$ cat config.mk
export PLATFORM = sky130hd
export DESIGN_NAME = stack_lifo
export DESIGN_NICKNAME = d
export VERILOG_FILES = /design/src/rtl/stack_lifo.sv
export SDC_FILE = /design/constraint.sdc
export NUM_CORES = 1
export LEC_CHECK = 0
export BUFFER_PORTS_ARGS = -buffer_cell sky130_fd_sc_hd__buf_4
export CORE_ASPECT_RATIO = 0.7
export CORE_MARGIN = 2
export CORE_UTILIZATION = 30
export DETAILED_ROUTE_END_ITERATION = 10
export PLACE_DENSITY = 0.56
export SLEW_MARGIN = 20
export SYNTH_ARGS = -nofsm -noshare
export SYNTH_HDL_FRONTEND = slang
export SYNTH_SLANG_ARGS = --single-unit
$ cat constraint.sdc
create_clock -name i_clk -period 3.13 [get_ports i_clk]
set_input_delay 0.1565 -clock i_clk [delete_from_list [all_inputs] [get_ports i_clk]]
set_output_delay 0.1565 -clock i_clk [all_outputs]
set_load 0.05 [all_outputs]
$ cat src/rtl/stack_lifo.sv
// Hardware LIFO with a registered pop port, sticky overflow/underflow flags and a push+pop replace-top operation.
// Define STACK_LIFO_PEEK_EN to add the combinational o_top peek output.
module stack_lifo #(
    parameter int WIDTH = 8,
    parameter int DEPTH = 16,
    localparam int AW = $clog2(DEPTH)
) (
    input  logic             i_clk,
    input  logic             i_rst,
    input  logic             i_push,
    input  logic             i_pop,
    input  logic [WIDTH-1:0] i_D,
    output logic [WIDTH-1:0] or_Q,
`ifdef STACK_LIFO_PEEK_EN
    output logic [WIDTH-1:0] o_top,
`endif
    output logic             o_empty,
    output logic             o_full,
    output logic [AW:0]      o_count,
    output logic             or_overflow,
    output logic             or_underflow
);

    localparam logic [AW:0] SP_ONE  = (AW+1)'(1);
    localparam logic [AW:0] SP_FULL = (AW+1)'(DEPTH);

    logic [WIDTH-1:0] r_mem [DEPTH];
    logic [AW:0]      r_sp;

    logic [AW:0]      w_sp_m1;
    logic [AW-1:0]    w_top_idx;
    logic [AW-1:0]    w_wr_idx;
    logic             w_empty;
    logic             w_full;

    // Top-of-stack index is sp-1; only meaningful when not empty.
    assign w_sp_m1   = r_sp - SP_ONE;
    assign w_top_idx = w_sp_m1[AW-1:0];
    assign w_wr_idx  = r_sp[AW-1:0];
    assign w_empty   = (r_sp == '0);
    assign w_full    = (r_sp == SP_FULL);

    assign o_empty = w_empty;
    assign o_full  = w_full;
    assign o_count = r_sp;

`ifdef STACK_LIFO_PEEK_EN
    assign o_top = w_empty ? '0 : r_mem[w_top_idx];
`endif

    // Storage has no reset; a reset cycle suppresses any write in flight.
    always_ff @(posedge i_clk) begin
        if (!i_rst) begin
            if (i_push && !i_pop && !w_full) begin
                r_mem[w_wr_idx] <= i_D;
            end else if (i_push && i_pop && !w_empty) begin
                r_mem[w_top_idx] <= i_D;
            end
        end
    end

    always_ff @(posedge i_clk) begin
        if (i_rst) begin
            r_sp         <= '0;
            or_Q         <= '0;
            or_overflow  <= 1'b0;
            or_underflow <= 1'b0;
        end else begin
            case ({i_push, i_pop})
                2'b10: begin
                    if (!w_full) begin
                        r_sp <= r_sp + SP_ONE;
                    end else begin
                        or_overflow <= 1'b1;
                    end
                end
                2'b01: begin
                    if (!w_empty) begin
                        or_Q <= r_mem[w_top_idx];
                        r_sp <= w_sp_m1;
                    end else begin
                        or_underflow <= 1'b1;
                    end
                end
                2'b11: begin
                    // Replace-top when occupied; straight bypass when empty.
                    if (!w_empty) begin
                        or_Q <= r_mem[w_top_idx];
                    end else begin
                        or_Q <= i_D;
                    end
                end
                default: begin
                end
            endcase
        end
    end

endmodule

Word-level counts from Yosys, hierarchy flattened
Memories as Yosys holds them, arrays and structs flattened.
Cells that the tools add are included.
{"block": "totals", "word_cells": 44, "n_memories": 1, "ff_bits": 15, "inputBits": 12, "ram_bits": 128}
{"block": "classes", "n_reduce_logical": 15, "eq_ne": 6, "mux": 16, "add_sub_neg": 2}
{"memory": "r_mem", "depth": 16, "word_bits": 8, "read_ports": 1, "rd_clocked_by_memory_dff": 0, "wr": 1, "line": "27", "source": "logic [WIDTH-1:0] r_mem [DEPTH];"}
{"cell": "8-bit two-way mux", "n": 3}
{"cell": "8-bit one-hot mux with 2 select lines", "n": 1}
{"cell": "5-bit two-way mux", "n": 2}
{"cell": "5-bit one-hot mux with 2 select lines", "n": 1}
{"cell": "1-bit two-way mux", "n": 8}
{"cell": "8-bit OR reduction", "n": 1}
{"cell": "2-bit AND reduction", "n": 3}
{"cell": "5-bit by 1-bit adder with 5-bit output (second input constant)", "n": 1}
{"cell": "5-bit equality test (second input constant)", "n": 1}
{"cell": "5-bit zero test", "n": 1}
{"cell": "5-bit by 1-bit subtractor with 5-bit output (second input constant)", "n": 1}
{"cell": "2-bit equality test (second input constant)", "n": 2}
{"cell": "1-bit logical AND", "n": 4}
{"cell": "4-bit two-way mux", "n": 1}
{"cell": "2-bit != test (second input constant)", "n": 2}
{"cell": "2-bit nonzero test", "n": 2}
{"cell": "1-bit zero test", "n": 3}
{"cell": "3-bit AND reduction", "n": 1}
{"cell": "2-bit by 1-bit equality test with 1-bit output (second input constant)", "n": 1}

Longest topological paths before layout
{"block": "logic_depth", "depth_word": 9, "depth_mapped": 11}

Worst setup path before layout
OpenSTA, ideal clock, no wires.
{"block": "synth_timing", "path_type": "reg2reg", "startpoint": "register r_sp[0] (netlist: o_count[0])", "endpoint": "memory r_mem[5][0], enable pin", "slack_ns": -0.437, "path_stages_with_launch": 12, "arrival_ns": 3.196, "n_path_buf": 3, "period_less_slack_ns": 3.567, "required_time_ns": 2.760, "cell_sequence": "dfxtp_1 -> buf_2 -> buf_6 -> buf_4 -> clkinv_1 -> ha_1 -> or4b_4 -> inv_2 -> or4_4 -> a21oi_2 -> nand2b_1 -> nor2_1"}
{"block": "synth_between", "elab_chain_len": 9}
{"item": "start: declaration", "line": "28", "source": "logic [AW:0] r_sp;"}
{"item": "start signal: assignment", "line": "72", "source": "r_sp <= r_sp + SP_ONE;"}
{"item": "start signal: assignment", "line": "80", "source": "r_sp <= w_sp_m1;"}
{"item": "5-bit zero test *", "line": "40", "source": "assign w_empty = (r_sp == '0);"}
{"item": "via o_empty", "line": "17", "source": "output logic o_empty,"}
{"item": "1-bit zero test *"}
{"item": "1-bit logical AND *", "line": "56", "source": "end else if (i_push && i_pop && !w_empty) begin"}
{"item": "1-bit two-way mux *", "line": "56"}
{"item": "1-bit two-way mux *", "line": "54", "source": "if (i_push && !i_pop && !w_full) begin"}
{"item": "1-bit two-way mux *", "line": "53", "source": "if (!i_rst) begin"}
{"item": "1-bit two-way mux (not written as such) *", "line": "57", "source": "r_mem[w_top_idx] <= i_D;"}
{"item": "8-bit OR reduction (no source line)"}
{"item": "4-bit two-way mux (no source line) or 1-bit two-way mux (tied branches)"}
{"item": "end: declaration", "line": "27"}
Mark *: on every way through the listed nets, which the timed path passes. The rest lies on a longest branch.

Final worst setup path
{"block": "layout_timing", "startpoint": "register r_sp[0] (netlist: o_count[0])", "endpoint": "memory r_mem[1][3], enable pin"}
{"block": "layout_between", "elab_chain_len": 9}
{"item": "5-bit zero test", "line": "40"}
{"item": "1-bit zero test"}
{"item": "1-bit logical AND", "line": "56"}
{"item": "1-bit two-way mux", "line": "56"}
{"item": "1-bit two-way mux", "line": "54"}
{"item": "1-bit two-way mux", "line": "53"}
{"item": "1-bit two-way mux (not written as such)", "line": "57"}
{"item": "8-bit OR reduction (no source line)"}
{"item": "4-bit two-way mux (no source line) or 1-bit two-way mux (tied branches)"}
Parallel ways exist; a longest one is shown, timed or not.

==> impl_metrics.csv <==
group,metric,value,unit
cells_and_area,n_antenna_cell,0,
synth,ys_seq_elements,143,
clock_tree,path_clk_slew,0.07,ns
synth,syn-cell-area,5970,um^2
routing,via_per_inst,4.99,
placed_design,place.gp.congestion,0.821,
sta,setup_violations,0,
global_route,grt_max_degree,31,
cells_and_area,final_cell_area,7210,um^2
synth,syn_avg_cell_area,17.1,um^2
synth,synth.distinct_cells,54,
cells_and_area,areaGrowthSynthToFinish,20.7,%
cells_and_area,fillers,1827,
synth,ys_async_sr_fraction,0,
routing,drc_errors,0,
floorplanning,rows,43,
synth,synth_edf_count,128,
synth,synth_commonest_cells,"edfxtp_1 (128), mux4_2 (31), nor2_1 (21), dfxtp_1 (15), a21oi_1 (13)",
synth,synth_top_family_by_area,"multiplexers",
routing,drtPass1Iterations,5,
job,max_cap_violations,0,
routing,wl_per_cell,21.3,um
floorplanning,die_area,21100,um^2
synth,synthesis.instances,350,
placed_design,dp_slack,0.280,ns
sta,rsz0062_at_grt,"no",
setup_path,critical_path_class,"reg -> reg",
placed_design,dp_hpwl,9.68,mm
synth,yosysWarnings,0,
clock_tree,cts_sinks,143,
synth,ys_seq_area_frac,0.694,
sta,timing.fmax,358,MHz
pwr,pwr-share-seq,0.421,
sta,min_period_over_period,0.894,
clock_tree,numCtsBuffers,17,
pwr,p_sw_frac,0.292,
setup_path,worstPathMaxFanout,8,
clock_tree,cts_root_buf,"clkbuf_16",
global_route,grt_use_total,0.145,
setup_path,worst_setup_path_start_kind,"register",
sta,fin_skew,0.0140,ns
synth,synth_compound_area_frac,0.0806,
pwr,p_sw,1.50,mW
clock_tree,postCtsSetupRepairBufs,0,
sta,tns,0,ns
routing,via_count,3404,
routing,antenna_left,0,
sta,tightest_slew,0.869,ns
routing,drt_iter0_markers,391,
min_path,hold_path.class,"in -> reg",
placed_design,dp.cells,650,
floorplanning,die_y,122,um
setup_path,worstPathRequired,3.16,ns
synth,synthSimpleGateAreaFrac,0.0620,
clock_tree,clock_latency,0.41,ns
sta,finalCriticalPeriod,2.80,ns
pwr,combPwrFrac,0.217,
synth,synth_xor_area_frac,0.0103,
global_route,grt_pass1_wl,22.2,mm
setup_path,critical_path_arrival,2.83,ns
floorplanning,io_pins,29,
cells_and_area,drive_gt1_frac,0.323,
placed_design,port_buffers,28,
floorplanning,die_x,173,um
floorplanning,initial_utilization,0.304,
global_route,antenna_found_initial,0,
run_status,status,"completed",
synth,synth_fp_nets,365,
clock_tree,clock_path_buffers,2,
synth,synth_flop_cell,"edfxtp_1",
clock_tree,htreeDepth,4,
cells_and_area,fin_nets,415,
sta,slew_viol_final,0,
pwr,clock_power_share,0.362,
global_route,grt_remaining_overflow,0,
pwr,p_int,3.64,mW
sta,fin_ws,0.333,ns
routing,wl,14.5,mm
cells_and_area,layout.cells.non_filler,682,
sta,finalHoldViolCount,0,
synth,synth_top_area_frac,0.643,
synth,synth_fa_ha_area_frac,0.00628,
pwr,vdd_drop_max,0.367,mV
synth,synth.largest_area_cell,"edfxtp_1",
pwr,p_leak,2.33,nW
clock_tree,cts_tree,"built",
synth,synth_mux_area_frac,0.123,
synth,synthTopCellsByArea,"edfxtp_1 (64%), mux4_2 (12%), dfxtp_1 (5.0%), nor2_1 (1.3%), a21oi_1 (1.1%)",
floorplanning,fp.coreArea,19600,um^2
pwr,power_density,714,nW/um^2
synth,synth_most_common_cell,"edfxtp_1",
placed_design,post_dp_cell_area,6650,um^2
sta,slew_headroom,0.419,
global_route,grt_pass1_vias,3429,
setup_path,endpoint_kind,"register",
==> flip-flops by register name, summed over array words and instances, names as in the netlist <==
name          flops
or_underflow      1
r_mem           128
or_overflow       1
o_count           5
or_Q              8
==> worst max-delay path, stage by stage (launching register included) <==
cell and delay [ns]:
dfxtp_4 0.35, clkinv_2 0.10, ha_1 0.24, or4b_4 0.53
nand3_2 0.18, a31oi_1 0.14, buf_4 0.22, nor2_1 0.66
==> power by group through the flow <==
stage                     Clock [mW]  Sequential [mW]  Combinational, mW
after CTS                       1.89             2.16               1.12
after global routing            1.97             2.17               1.20
after global placement             0             2.20               1.11
after detailed placement           0             2.20               1.11
after floorplan                    0             2.30              0.650
final                           1.86             2.16               1.12
==> logic make-up (layout without fill, tap and decap cells) <==
| family | Yosys count | after routing |
|---|---|---|
| DFF | 143 | 143 |
| AOI/OAI and AO/OA | 66 | 66 |
| and+or+nand+nor | 66 | 66 |
| muxes | 33 | 33 |
| buffers and inverters | 32 | 94 |
| xor gates and xnor gates | 7 | 7 |
| adders and majority gates | 3 | 3 |
==> final timing paths <==
kind / startpoint / to / slack, ns / cells past startpoint
max: o_count[0] / r_mem[1][3] / 0.33 / 7
min: i_push / or_overflow / 0.04 / 3
max reg2reg: o_count[0] / r_mem[1][3] / 0.33 / 7
min reg2reg: or_underflow / or_underflow / 0.47 / 2
==> final cells by class <==
class                           count  area, um^2  area share
Clock buffer                       18         429      0.0595
Clock inverter                     13         115      0.0160
Inverter                           16        61.3     0.00851
Multi-Input combinational cell    175        1760       0.244
Sequential cell                   143        4150       0.576
Tap cell                          270         338      0.0469
Timing Repair Buffer               47         355      0.0493
==> cell usage in the layout (no fill, tap or decap), types with 3 or more instances in the layout <==
master and instances:
a31oi_1 8, o221ai_1 7, buf_4 46, o21a_1 6, clkinvlp_4 4, inv_1 12
clkbuf_16 17, nand2b_1 4, nor3b_1 4, a21oi_1 13, nand2_1 6, a222oi_1 6
a41oi_1 3, nor2_1 13, nor3_1 7, xnor2_1 4, dfxtp_1 14, xor2_1 3
clkinv_2 5, edfxtp_1 128, inv_2 3, mux4_2 31, nor2_4 8, o21ai_0 11
ha_1 3
==> per-layer routing <==
| layer | up-vias | GRT usage | part of all wire |
|---|---|---|---|
| met5 | - | 0 | 0 |
| met4 | 0 | 0.0302 | 0.0012 |
| met3 | 2 | 0.0587 | 0.096 |
| met2 | 135 | 0.205 | 0.44 |
| met1 | 1737 | 0.209 | 0.46 |
| li1 | 1530 | - | - |
==> stage by stage <==
step / hold slack [ns] / power (mW) / utilization
2_1_floorplan: 0.255 / 2.95 / -
3_3_place_gp: 0.415 / 3.31 / 0.339
3_5_place_dp: 0.418 / 3.32 / 0.339
4_1_cts: 0.0229 / 5.18 / 0.367
5_1_grt: 0.0760 / 5.34 / 0.367
6_report: 0.0383 / 5.14 / 0.367
==> what timing repair did <==
action | 4_1_cts | 5_1_grt
hold buffers | 1 | 0
hold endpoints to repair | 6 | 0
gates resized for setup | 0 | 0
(Power assumes the default switching activity.)
